`src/rtl/bsg_link_upstream_credit_tx.sv`:
```
// Upstream link transmitter: serialises core words into channel beats, one beat per
// cycle while local credit lasts, with credit replenished by receiver token pulses.
module bsg_link_upstream_credit_tx #(
  parameter int width_p            = 64,
  parameter int channel_width_p    = 8,
  parameter int num_channels_p     = 2,
  parameter int credits_p          = 16,
  parameter int token_decimation_p = 8,
  parameter int cnt_width_p        = 7
) (
  input  logic                                       clk,
  input  logic                                       rst,
  input  logic                                       core_valid_i,
  input  logic [width_p-1:0]                         core_data_i,
  output logic                                       core_ready_o,
  output logic                                       io_valid_o,
  output logic [num_channels_p*channel_width_p-1:0]  io_data_o,
  input  logic                                       io_token_i,
  output logic [$clog2(credits_p+1)-1:0]             credit_o,
  output logic [cnt_width_p-1:0]                     sent_cnt_o,
  output logic [cnt_width_p-1:0]                     returned_cnt_o,
  output logic                                       busy_o,
  output logic                                       token_err_o
);

  localparam int b_lp      = num_channels_p * channel_width_p;
  localparam int beats_lp  = width_p / b_lp;
  localparam int cw_lp     = $clog2(credits_p + 1);
  localparam int beat_w_lp = (beats_lp > 1) ? $clog2(beats_lp) : 1;

  logic                   loaded_q, loaded_d;
  logic [width_p-1:0]     shift_q, shift_d;
  logic [beat_w_lp-1:0]   beat_q, beat_d;
  logic [cw_lp-1:0]       credit_q, credit_d;
  logic [cnt_width_p-1:0] sent_q, sent_d;
  logic [cnt_width_p-1:0] ret_q, ret_d;
  logic                   err_q, err_d;

  logic                   send;
  logic                   last;
  logic                   accept;
  logic [cw_lp:0]         credit_sum;

  assign send         = loaded_q & (credit_q != '0);
  assign last         = (beat_q == beat_w_lp'(beats_lp - 1));
  assign core_ready_o = ~loaded_q | (send & last);
  assign accept       = core_valid_i & core_ready_o;

  always_comb begin
    loaded_d = loaded_q;
    shift_d  = shift_q;
    beat_d   = beat_q;
    // A new word may only arrive when idle or on the final beat, so accept overrides the shift.
    if (accept) begin
      shift_d  = core_data_i;
      beat_d   = '0;
      loaded_d = 1'b1;
    end else if (send) begin
      if (last) begin
        loaded_d = 1'b0;
      end else begin
        shift_d = shift_q >> b_lp;
        beat_d  = beat_q + beat_w_lp'(1);
      end
    end
  end

  always_comb begin
    // One spare bit holds the sum so an overflowing token can be detected before clamping.
    credit_sum = {1'b0, credit_q} - (cw_lp+1)'(send)
               + (io_token_i ? (cw_lp+1)'(token_decimation_p) : '0);
    credit_d   = credit_sum[cw_lp-1:0];
    err_d      = err_q;
    if (credit_sum > (cw_lp+1)'(credits_p)) begin
      credit_d = cw_lp'(credits_p);
      err_d    = 1'b1;
    end
    sent_d = sent_q + cnt_width_p'(send);
    ret_d  = ret_q + (io_token_i ? cnt_width_p'(token_decimation_p) : '0);
  end

  always_ff @(posedge clk) begin
    if (rst) begin
      loaded_q <= 1'b0;
      shift_q  <= '0;
      beat_q   <= '0;
      credit_q <= cw_lp'(credits_p);
      sent_q   <= '0;
      ret_q    <= '0;
      err_q    <= 1'b0;
    end else begin
      loaded_q <= loaded_d;
      shift_q  <= shift_d;
      beat_q   <= beat_d;
      credit_q <= credit_d;
      sent_q   <= sent_d;
      ret_q    <= ret_d;
      err_q    <= err_d;
    end
  end

  assign io_valid_o     = send;
  assign io_data_o      = shift_q[b_lp-1:0];
  assign credit_o       = credit_q;
  assign sent_cnt_o     = sent_q;
  assign returned_cnt_o = ret_q;
  assign busy_o         = loaded_q;
  assign token_err_o    = err_q;

endmodule
```
`config.mk`:
```
export PLATFORM = sky130hd
export DESIGN_NAME = bsg_link_upstream_credit_tx
export DESIGN_NICKNAME = d
export VERILOG_FILES = /design/src/rtl/bsg_link_upstream_credit_tx.sv
export SDC_FILE = /design/constraint.sdc
export NUM_CORES = 1
export LEC_CHECK = 0
export CORE_MARGIN = 1.5
export CORE_UTILIZATION = 44
export CTS_BUF_LIST = sky130_fd_sc_hd__clkbuf_4 sky130_fd_sc_hd__clkbuf_8 sky130_fd_sc_hd__clkbuf_16
export CTS_CLUSTER_SIZE = 24
export DETAILED_ROUTE_END_ITERATION = 10
export PLACE_DENSITY = 0.85
export SLEW_MARGIN = 10
export SYNTH_ARGS = -nofsm -noshare
export SYNTH_HDL_FRONTEND = slang
export SYNTH_SLANG_ARGS = --single-unit
```
`constraint.sdc`:
```
create_clock -name clk -period 2.8 [get_ports clk]
set_clock_uncertainty 0.2 [all_clocks]
set_input_delay 0.42 -clock clk [delete_from_list [all_inputs] [get_ports clk]]
set_output_delay 0.42 -clock clk [all_outputs]
set_load 0.01 [all_outputs]
```
; ---- Word level (Yosys, flattened, before mapping)
; Index checks and enable logic that the tools add are counted.
[totals]
reg_bits = 87
latchBits = 0
ram_bits = 0
mem_bits_ro = 0
inputBits = 68
out_inout_bits = 39
word_cells = 37
n_memories = 0
[classes]
add_sub_neg = 5
n_mul = 0
n_div = 0
n_lt_le_gt_ge = 1
eq_ne = 2
shifts = 0
n_mux = 8
n_bitwise = 6
n_reduce_logical = 8
[ops]
columns = cell, count
row1 = $mux 64, 3
row2 = $mux 4, 2
row3 = $add 7x1->7, 1
row4 = $add 7x4->7, 1
row5 = $add 6x4->6, 1
row6 = $gt 6x5->1 const B, 1
row7 = $reduce_and 2->1, 3
row8 = $sub 5x1->6, 1
row9 = $reduce_bool 5->1, 1
row10 = $reduce_bool 2->1, 2
row11 = $reduce_or 2->1, 2
row12 = $and 1x1->1, 3
row13 = $mux 1, 3
row14 = $add 2x1->2 const B, 1
row15 = $eq 2x2->1 const B, 1
row16 = $ne 2x1->1 const B, 1
row17 = $not 1->1, 2
row18 = $or 1x1->1, 1

; ---- Logic depth before layout (Yosys ltp)
; Gate-level depths: netlist of the first run.
[depth]
ltp_word = 7
mapped_depth = 13
ltp_nobuf = 12

; ---- Worst setup path before layout of the first run
; No wires, ideal clock.
[synth_path]
kind = register to register
startpoint = reg credit_q[1], in the netlist credit_o[1]
endpoint = reg credit_q[4], in the netlist credit_o[4]
t_arrival_ns = 2.729
required_time_ns = 2.473
path_slack_ns = -0.256
path_stages_with_launch = 14
path_buffers = 1
period_less_slack_ns = 3.056
cell_sequence = dfxtp_1 > nor3_1 > nand2_1 > clkbuf_1 > and2_1 > ha_1 > inv_1 > ha_1 > inv_1 > fa_1 > nand2b_1 > a21oi_1 > xnor2_1 > or3_1
[synth_between]
elab_chain_cells = 6
[synth_lines]
columns = element, line_no
row1 = "start, declared", 34  ; logic [cw_lp-1:0] credit_q, credit_d;
row2 = "start signal, assigned", 87  ; credit_q <= cw_lp'(credits_p);
row3 = "start signal, assigned", 95  ; credit_q <= credit_d;
row4 = $reduce_bool 5->1 (*), 44  ; assign send = loaded_q & (credit_q != '0);
row5 = $and 1x1->1 (*), 44
row6 = named net io_valid_o, 16  ; output logic io_valid_o,
row7 = $sub 5x1->6 (*), 70  ; credit_sum = {1'b0, credit_q} - (cw_lp+1)'(send)
row8 = $add 6x4->6 (*), 71  ; + (io_token_i ? (cw_lp+1)'(token_decimation_p) : '0);
row9 = $gt 6x5->1, 74  ; if (credit_sum > (cw_lp+1)'(credits_p)) begin
row10 = $reduce_or 2->1 (no line), n/a
; The timed path passes the listed nets; every way through them passes the cells marked *.
; A chain may end at the register's enable or synchronous reset.

; ---- Final worst setup path of the first run
[layout_path]
startpoint = reg credit_q[0], in the netlist credit_o[0]
endpoint = reg credit_q[4], in the netlist credit_o[4]
[layout_between]
elab_chain_cells = 6
[layout_lines]
columns = element, line_no
row1 = $reduce_bool 5->1, 44
row2 = $and 1x1->1, 44
row3 = $sub 5x1->6 (*), 70
row4 = $add 6x4->6 (*), 71
row5 = $gt 6x5->1, 74
row6 = $reduce_or 2->1 (no line), n/a
; Mark *: on every way between the ends. The rest lies on a longest branch, timed or not.

==> summary.md, run 1 <==
| Metric | Value |
|---|---|
| Outcome | `complete, no violations` |
| Post-synthesis register bit count | `between 80 and 90` |
| Top post-synthesis cells by area | `dfxtp_1 (42%), o21ai_0 (7.8%), o221ai_1 (7.2%), a21oi_1 (6.5%), nor2_1 (4.4%)` |
| Final ANT Viol Nets | `0` |
| Diodes inserted | `0` |
| Routability cong. | `0.9056` |
| Final wirelength | `10.96 mm` |
| Number of global-route vias before repair | `~3600` |
| Largest net degree at the start of global routing | `39` |
| Input/output buffers | `between 100 and 150` |
| Vias | `~3800` |
| CTS root buf | `clkbuf_8` |
| CP Launch Type | `flip-flop` |
| # rows | `34` |
| PostCTS Resize Cnt | `0` |
| Initial Utilization | `0.4567` |
| Crit path kind | `reg -> reg` |
| Commonest non-fill, non-tap cell in the layout | `clkdlybuf4s50_1` |
| Final nets | `between 600 and 700` |
| Post-DP HPWL | `7.398 mm` |
| Area grow syn2layout | `32.35%` |
| Placed cell areas | `around 5000 um^2` |
| WHS Path Cells | `1` |
| 1st-iter DRT viols | `about 290` |
| Post-CTS Setup Bufs | `0` |
| # placed instances | `632` |
| VDD IR max | `between 400 and 500 uV` |
| Unique masters post-synth | `41` |
| CTS H-tree depth | `3` |
| Initial antenna violation count | `0` |
| Total GRT Usage | `0.2202` |
| R2R cell count | `12` |
| Worst R2R Start | `credit_o[0]` |
| Final hold viol count | `0` |
| CTS tree | `done` |
| Post-route insts no fill | `about 650` |
| Reg2reg end | `credit_o[4]` |
| GRT Residual Overflow | `0` |
| PwrDens | `around 760 nW/um^2` |
| Global-route wire length before repair | `about 17 mm` |
| Worst Hold Path EP | `shift_q[63]` |
| Layout cells sized above 1 | `0.1222` |
| Post-synth top area share | `0.4201` |
| Layout Utilization | `0.6045` |
| EDFF count, synth | `0` |
| Core area | `slightly below 9000 um^2` |
| Syn_area_per_cell | `8.664 um^2` |
| Final period utilization | `0.9713` |
| Total Power | `approximately 4000 uW` |
| Most frequent cells in the layout | `clkdlybuf4s50_1 (103), dfxtp_1 (81), o21ai_0 (62)` |
| CTS hold repair buffers | `0` |
| Register area share after synthesis | `0.4201` |
| Leading area contributor after synthesis | `dfxtp_1` |
| Clock transition at path regs | `roughly 90 ps` |
| # setup viols final | `0` |
| Die area | `9678 um^2` |
| Max_slew headroom | `0.4406` |
| Vert. Die Dim | `98.38 um` |
| Crit Path Max Fanout | `6` |
| Min-delay worst type | `reg -> reg` |
| Longest Clk Path Bufs | `2` |
| Mapped cell area | `roughly 4000 um^2` |
| Critical Path RT | `approximately 2800 ps` |
| I/O pins | `107` |
| Post-synth top flop | `dfxtp_1` |
| Maximum clock frequency | `around 370 MHz` |
| Async S/R FF share, synth | `0` |
| Die Width | `98.38 um` |
| Lkg Pwr | `0.001983 uW` |
| Yosys warns | `0` |
| Arrival time worst endpoint | `around 2800 ps` |
| Post-route cell area | `approximately 5300 um^2` |
| TritonCTS buffer count | `9` |
| CTS Sinks | `84` |
| Worst-Skew Late Latency | `360 ps` |
| Vias per std cell | `5.867` |
| DR DRC count | `0` |
| Register-to-register path setup slack | `80 ps` |
| Avg WL per Cell | `between 15 and 20 um` |
| Fin. max-slew vios | `0` |
| Max-cap viol count | `0` |
| Tmin final | `~2700 ps` |
| Hold Crit Start | `shift_q[63]` |
| Cell count after synthesis | `around 460` |
| Slew @ Worst Pin | `838.4 ps` |
| Crit. End Element | `flip-flop` |
| 1st-pass router iterations | `5` |
## registers in the layout, summed over array words and instances (netlist names)
register	count
credit_o	5
sent_cnt_o	7
token_err_o	1
beat_q	2
busy_o	1
shift_q	64
returned_cnt_o	4
## layer usage
metal / track usage / up-vias / routed length, um
li1: - / 1802 / -
met4: 0.09317 / 0 / 247
met1: 0.2923 / 1784 / 4618
met5: 0 / - / 0
met3: 0.04653 / 26 / 868
met2: 0.3472 / 190 / 5222
## cell usage after synthesis, types with 2 or more instances
library cell  number
o221ai_1          33
a22o_1            16
o21ai_1            5
xor2_1             4
nand2_1            6
or3_1              2
nor4_1             2
nor3_1             4
ha_1              11
clkbuf_1          26
buf_6              2
inv_1             27
dfxtp_1           84
and3_1             2
o221a_2           15
nor4b_1            2
xnor2_1            5
nand3_1            4
a21oi_1           52
nor2b_1            4
o21ai_0           62
buf_2              6
nor2_1            47
nand2b_1           2
buf_4             23
## worst max-delay path, stage by stage, from the launching register on
cell      delay (ps)
dfxtp_4          370
nor3_4           210
nand2_2           80
and2_4           180
ha_4             150
inv_1             80
ha_4             140
inv_2             40
fa_2             370
nand2b_4         160
a21oi_4          180
xnor2_4          120
or3_1            320
## report_power, final
part	switching, uW	total [uW]	internal, uW
sequential	133	1490	1360
combinational	869	1590	725
clock	463	934	471
total	1460	4020	2560
## per-stage QoR
step | TNS, ps | setup WS (ps) | hold slack (ps)
6_report | 0 | 80.46 | 294.1
5_1_grt | -25.21 | -25.21 | 320.6
4_1_cts | 0 | 64.03 | 294.0
3_5_place_dp | 0 | 83.80 | 273.8
3_3_place_gp | 0 | 126.2 | 267.0
2_1_floorplan | 0 | 12.39 | 249.9
## how the worst max path moves through the flow
| stage | start | endpoint | cells after the start |
|---|---|---|---|
| after CTS | credit_o[2] | credit_o[4] | 12 |
| after global routing | credit_o[0] | credit_o[3] | 12 |
| final | credit_o[0] | credit_o[4] | 12 |
| after global placement | io_token_i | credit_o[4] | 9 |
| after detailed placement | credit_o[2] | credit_o[4] | 12 |
| after floorplan | credit_o[2] | credit_o[4] | 13 |
## area by class of cell
class	instances	area (um^2)
flip-flops and latches	84	1690
inverters	28	105.1
clock inverters	6	71.32
clock buffers	10	148.9
multi-input cells	295	1998
fillers	765	3466
repair buffers	117	1149
well taps	108	135.1
## cells by family (layout without fill, tap and decap cells)
logic type | Yosys count | after routing | share of synthesized area
AOI/OAI and AO/OA | 189 | 189 | 0.3160
xor gates and xnor gates | 9 | 9 | 0.01969
adders and majority gates | 12 | 12 | 0.03939
buffers and inverters | 85 | 161 | 0.1069
DFF | 84 | 84 | 0.4201
muxes | 1 | 1 | 0.002501
other | 1 | 3 | 0.0009369
and+or+nand+nor | 81 | 81 | 0.09441
Power figures use the tool's default switching activity.
==> run 2: changes to the inputs <==
--- a/config.mk
+++ b/config.mk
@@ -11,6 +11,7 @@
 export CTS_CLUSTER_SIZE = 24
 export DETAILED_ROUTE_END_ITERATION = 10
 export PLACE_DENSITY = 0.85
+export SETUP_SLACK_MARGIN = 0.02
 export SLEW_MARGIN = 10
 export SYNTH_ARGS = -nofsm -noshare
 export SYNTH_HDL_FRONTEND = slang
==> run 2 against run 1 <==
Against the previous run:
- sequential power barely moved
- critical path type unchanged
- clock power shrank 7.3%
- sequential share of layout area is 0.26 points higher
- first-iteration DRC count is 9.6% lower
- combinational power is essentially flat
- global-route usage rose by 0.082 points
- largest power group unchanged
- via count decreased by 0.32%
==> summary.md, run 2 (synthesized netlist as in run 1, its figures left out) <==
| Metric | Value |
|---|---|
| CTS tree | `done (unchanged)` |
| 1st-pass router iterations | `5 (unchanged)` |
| Longest Clk Path Bufs | `2 (unchanged)` |
| Min-delay worst type | `reg -> reg (unchanged)` |
| Die area | `9678 um^2 (unchanged)` |
| CTS root buf | `clkbuf_8 (unchanged)` |
| CTS Sinks | `84 (unchanged)` |
| Setup TNS | `0 ps (unchanged)` |
| Most frequent CP cell | `inv_2 (was ha_4)` |
| Outcome | `complete, no violations (unchanged)` |
| DR DRC count | `0 (unchanged)` |
| Setup slack after layout | `120.7 ps (was 80.46 ps)` |
| Commonest non-fill, non-tap cell in the layout | `clkdlybuf4s50_1 (unchanged)` |
| Final period utilization | `0.9569 (was 0.9713)` |
| Core area | `8763 um^2 (unchanged)` |
| Arrival time worst endpoint | `2720 ps (was 2760 ps)` |
| Diodes inserted | `0 (unchanged)` |
| Lkg Pwr | `0.001974 uW (was 0.001983 uW)` |
| Worst-Skew Late Latency | `350 ps (was 360 ps)` |
| Post-route insts no fill | `649 (was 648)` |
| Clock transition at path regs | `80 ps (was 90 ps)` |
| Fin. max-slew vios | `0 (unchanged)` |
| Worst setup slack after placement | `43.05 ps (was 83.80 ps)` |
| Routability cong. | `0.8630 (was 0.9056)` |
| I/O pins | `107 (unchanged)` |
| Tmin final | `2679 ps (was 2720 ps)` |
| Total GRT Usage | `0.2210 (was 0.2202)` |
| Reg with most FFs | `shift_q (unchanged)` |
| Met2 Use GR | `0.3462 (was 0.3472)` |
| Largest net degree at the start of global routing | `39 (unchanged)` |
| Vias | `3790 (was 3802)` |
| 1st-iter DRT viols | `263 (was 291)` |
| Final nets | `616 (was 615)` |
| FILL cells | `747 (was 765)` |
| Slew @ Worst Pin | `856.9 ps (was 838.4 ps)` |
| Crit path largest cell delay | `370 ps (about the same)` |
| Max_slew headroom | `0.4282 (was 0.4406)` |
| Initial antenna violation count | `0 (unchanged)` |
| Final ANT Viol Nets | `0 (unchanged)` |
| Area grow syn2layout | `31.07% (was 32.35%)` |
| Global-route wire length before repair | `17.27 mm (was 17.37 mm)` |
| Die Width | `98.38 um (unchanged)` |
| Met1 usage in global routing | `0.2830 (was 0.2923)` |
| Vert. Die Dim | `98.38 um (unchanged)` |
| Vias per std cell | `5.840 (was 5.867)` |
| GRT busiest layer | `met2 (unchanged)` |
| Delay-heaviest family, CP | `simple AND/OR/NAND/NOR gates (unchanged)` |
| Worst path bufs/invs | `2 (unchanged)` |
| Post-DP HPWL | `7.409 mm (was 7.398 mm)` |
| Final hold viol count | `0 (unchanged)` |
| TritonCTS buffer count | `9 (unchanged)` |
| Maximum clock frequency | `373.2 MHz (was 367.7 MHz)` |
| CP Launch Type | `flip-flop (unchanged)` |
| Initial Utilization | `0.4567 (unchanged)` |
| Number of global-route vias before repair | `3659 (was 3621)` |
| Critical Path RT | `2840 ps (about the same)` |
| RSZ-0062 raised after global routing | `no` |
| Final wirelength | `10.74 mm (was 10.96 mm)` |
| VDD IR max | `462.2 uV (was 456.9 uV)` |
| Most frequent cells in the layout | `clkdlybuf4s50_1 (103), dfxtp_1 (81), o21ai_0 (62) (unchanged)` |
| Max-cap viol count | `0 (unchanged)` |
| # placed instances | `632 (unchanged)` |
| Crit path kind | `reg -> reg (unchanged)` |
| GRT Residual Overflow | `0 (unchanged)` |
| CP Cell Sequence | `nor3_4 > nand2_2 > and2_4 > ha_4 > inv_2 > ha_2 > inv_2 > fa_2 > nand2b_4 > a21oi_4 > xnor2_4 > or3_1 (was nor3_4 > nand2_2 > and2_4 > ha_4 > inv_1 > ha_4 > inv_2 > fa_2 > nand2b_4 > a21oi_4 > xnor2_4 > or3_1)` |
| Crit. End Element | `flip-flop (unchanged)` |
| Avg WL per Cell | `16.55 um (was 16.91 um)` |
| Max reg flops | `64 (unchanged)` |
| Crit Path Max Fanout | `6 (unchanged)` |
| CTS H-tree depth | `3 (unchanged)` |
| # rows | `34 (unchanged)` |
| PwrDens | `746.0 nW/um^2 (was 759.0 nW/um^2)` |
| Input/output buffers | `103 (unchanged)` |
| Met3 usage | `0.05727 (was 0.04653)` |
| Worst path slowest cell | `fa_2 (was dfxtp_4)` |
| Layout cells sized above 1 | `0.1238 (was 0.1222)` |
| # setup viols final | `0 (unchanged)` |
-- run 2: cell types whose count changed in the layout (fill, tap and decap cells not counted), sizes merged --
cell      change
clkbuf        +1
buf           +1
clkinvlp      -1
-- run 2: worst reg2reg max path, stage by stage, from the launching register on --
cell and delay, ps:
dfxtp_2 350, nor3_4 210, nand2_2 70, and2_4 180
ha_4 150, inv_2 40, ha_2 180, inv_2 50
fa_2 370, nand2b_4 160, a21oi_4 180, xnor2_4 120
or3_1 320
-- run 2: per-stage QoR --
step	area, um^2	hold slack, ps	utilization	power (uW)
floorplan	4085	249.9	-	2547
global placement	5024	268.5	0.5732	2922
detailed placement	5024	269.4	0.5732	2989
CTS	5215	289.4	0.5951	3844
global route	5246	302.4	0.5987	4137
finish	5246	291.0	0.5987	3914
-- run 2: worst paths after layout --
check | startpoint | endpoint | slack [ps] | cells after the start
min | shift_q[62] | shift_q[62] | 290 | 1
max | credit_o[0] | credit_o[4] | 120 | 12
min reg2reg | shift_q[62] | shift_q[62] | 290 | 1
max reg2reg | credit_o[0] | credit_o[4] | 120 | 12
-- run 2: cell type report --
| cell class | instances | area [um^2] | share of cell area |
|---|---|---|---|
| clock buffer | 11 | 138.9 | 0.02647 |
| clock inverter | 5 | 52.55 | 0.01002 |
| inverter | 28 | 105.1 | 0.02003 |
| multi-input combinational | 295 | 1983 | 0.3780 |
| sequential | 84 | 1688 | 0.3217 |
| tap | 108 | 135.1 | 0.02576 |
| timing repair buffer | 118 | 1144 | 0.2180 |
-- run 2: layer usage --
metal | vias up | part of all wire
met3 | 30 | 0.083
met4 | 0 | 0.031
met2 | 184 | 0.45
li1 | 1804 | -
met5 | - | 0
met1 | 1772 | 0.44
-- run 2: what timing repair did --
action | 4_1_cts | 5_1_grt
hold buffers | 0 | 0
gates resized for setup | 0 | 4
buffers inserted | 0 | 1
endpoints found under the setup margin | 0 | 5
-- run 2: power by group --
group | leakage (uW) | switching (uW) | internal [uW]
Combinational | 0.00118 | 836 | 724
Clock | 0.0000999 | 438 | 428
Sequential | 0.000695 | 128 | 1360
Total | 0.00197 | 1400 | 2510
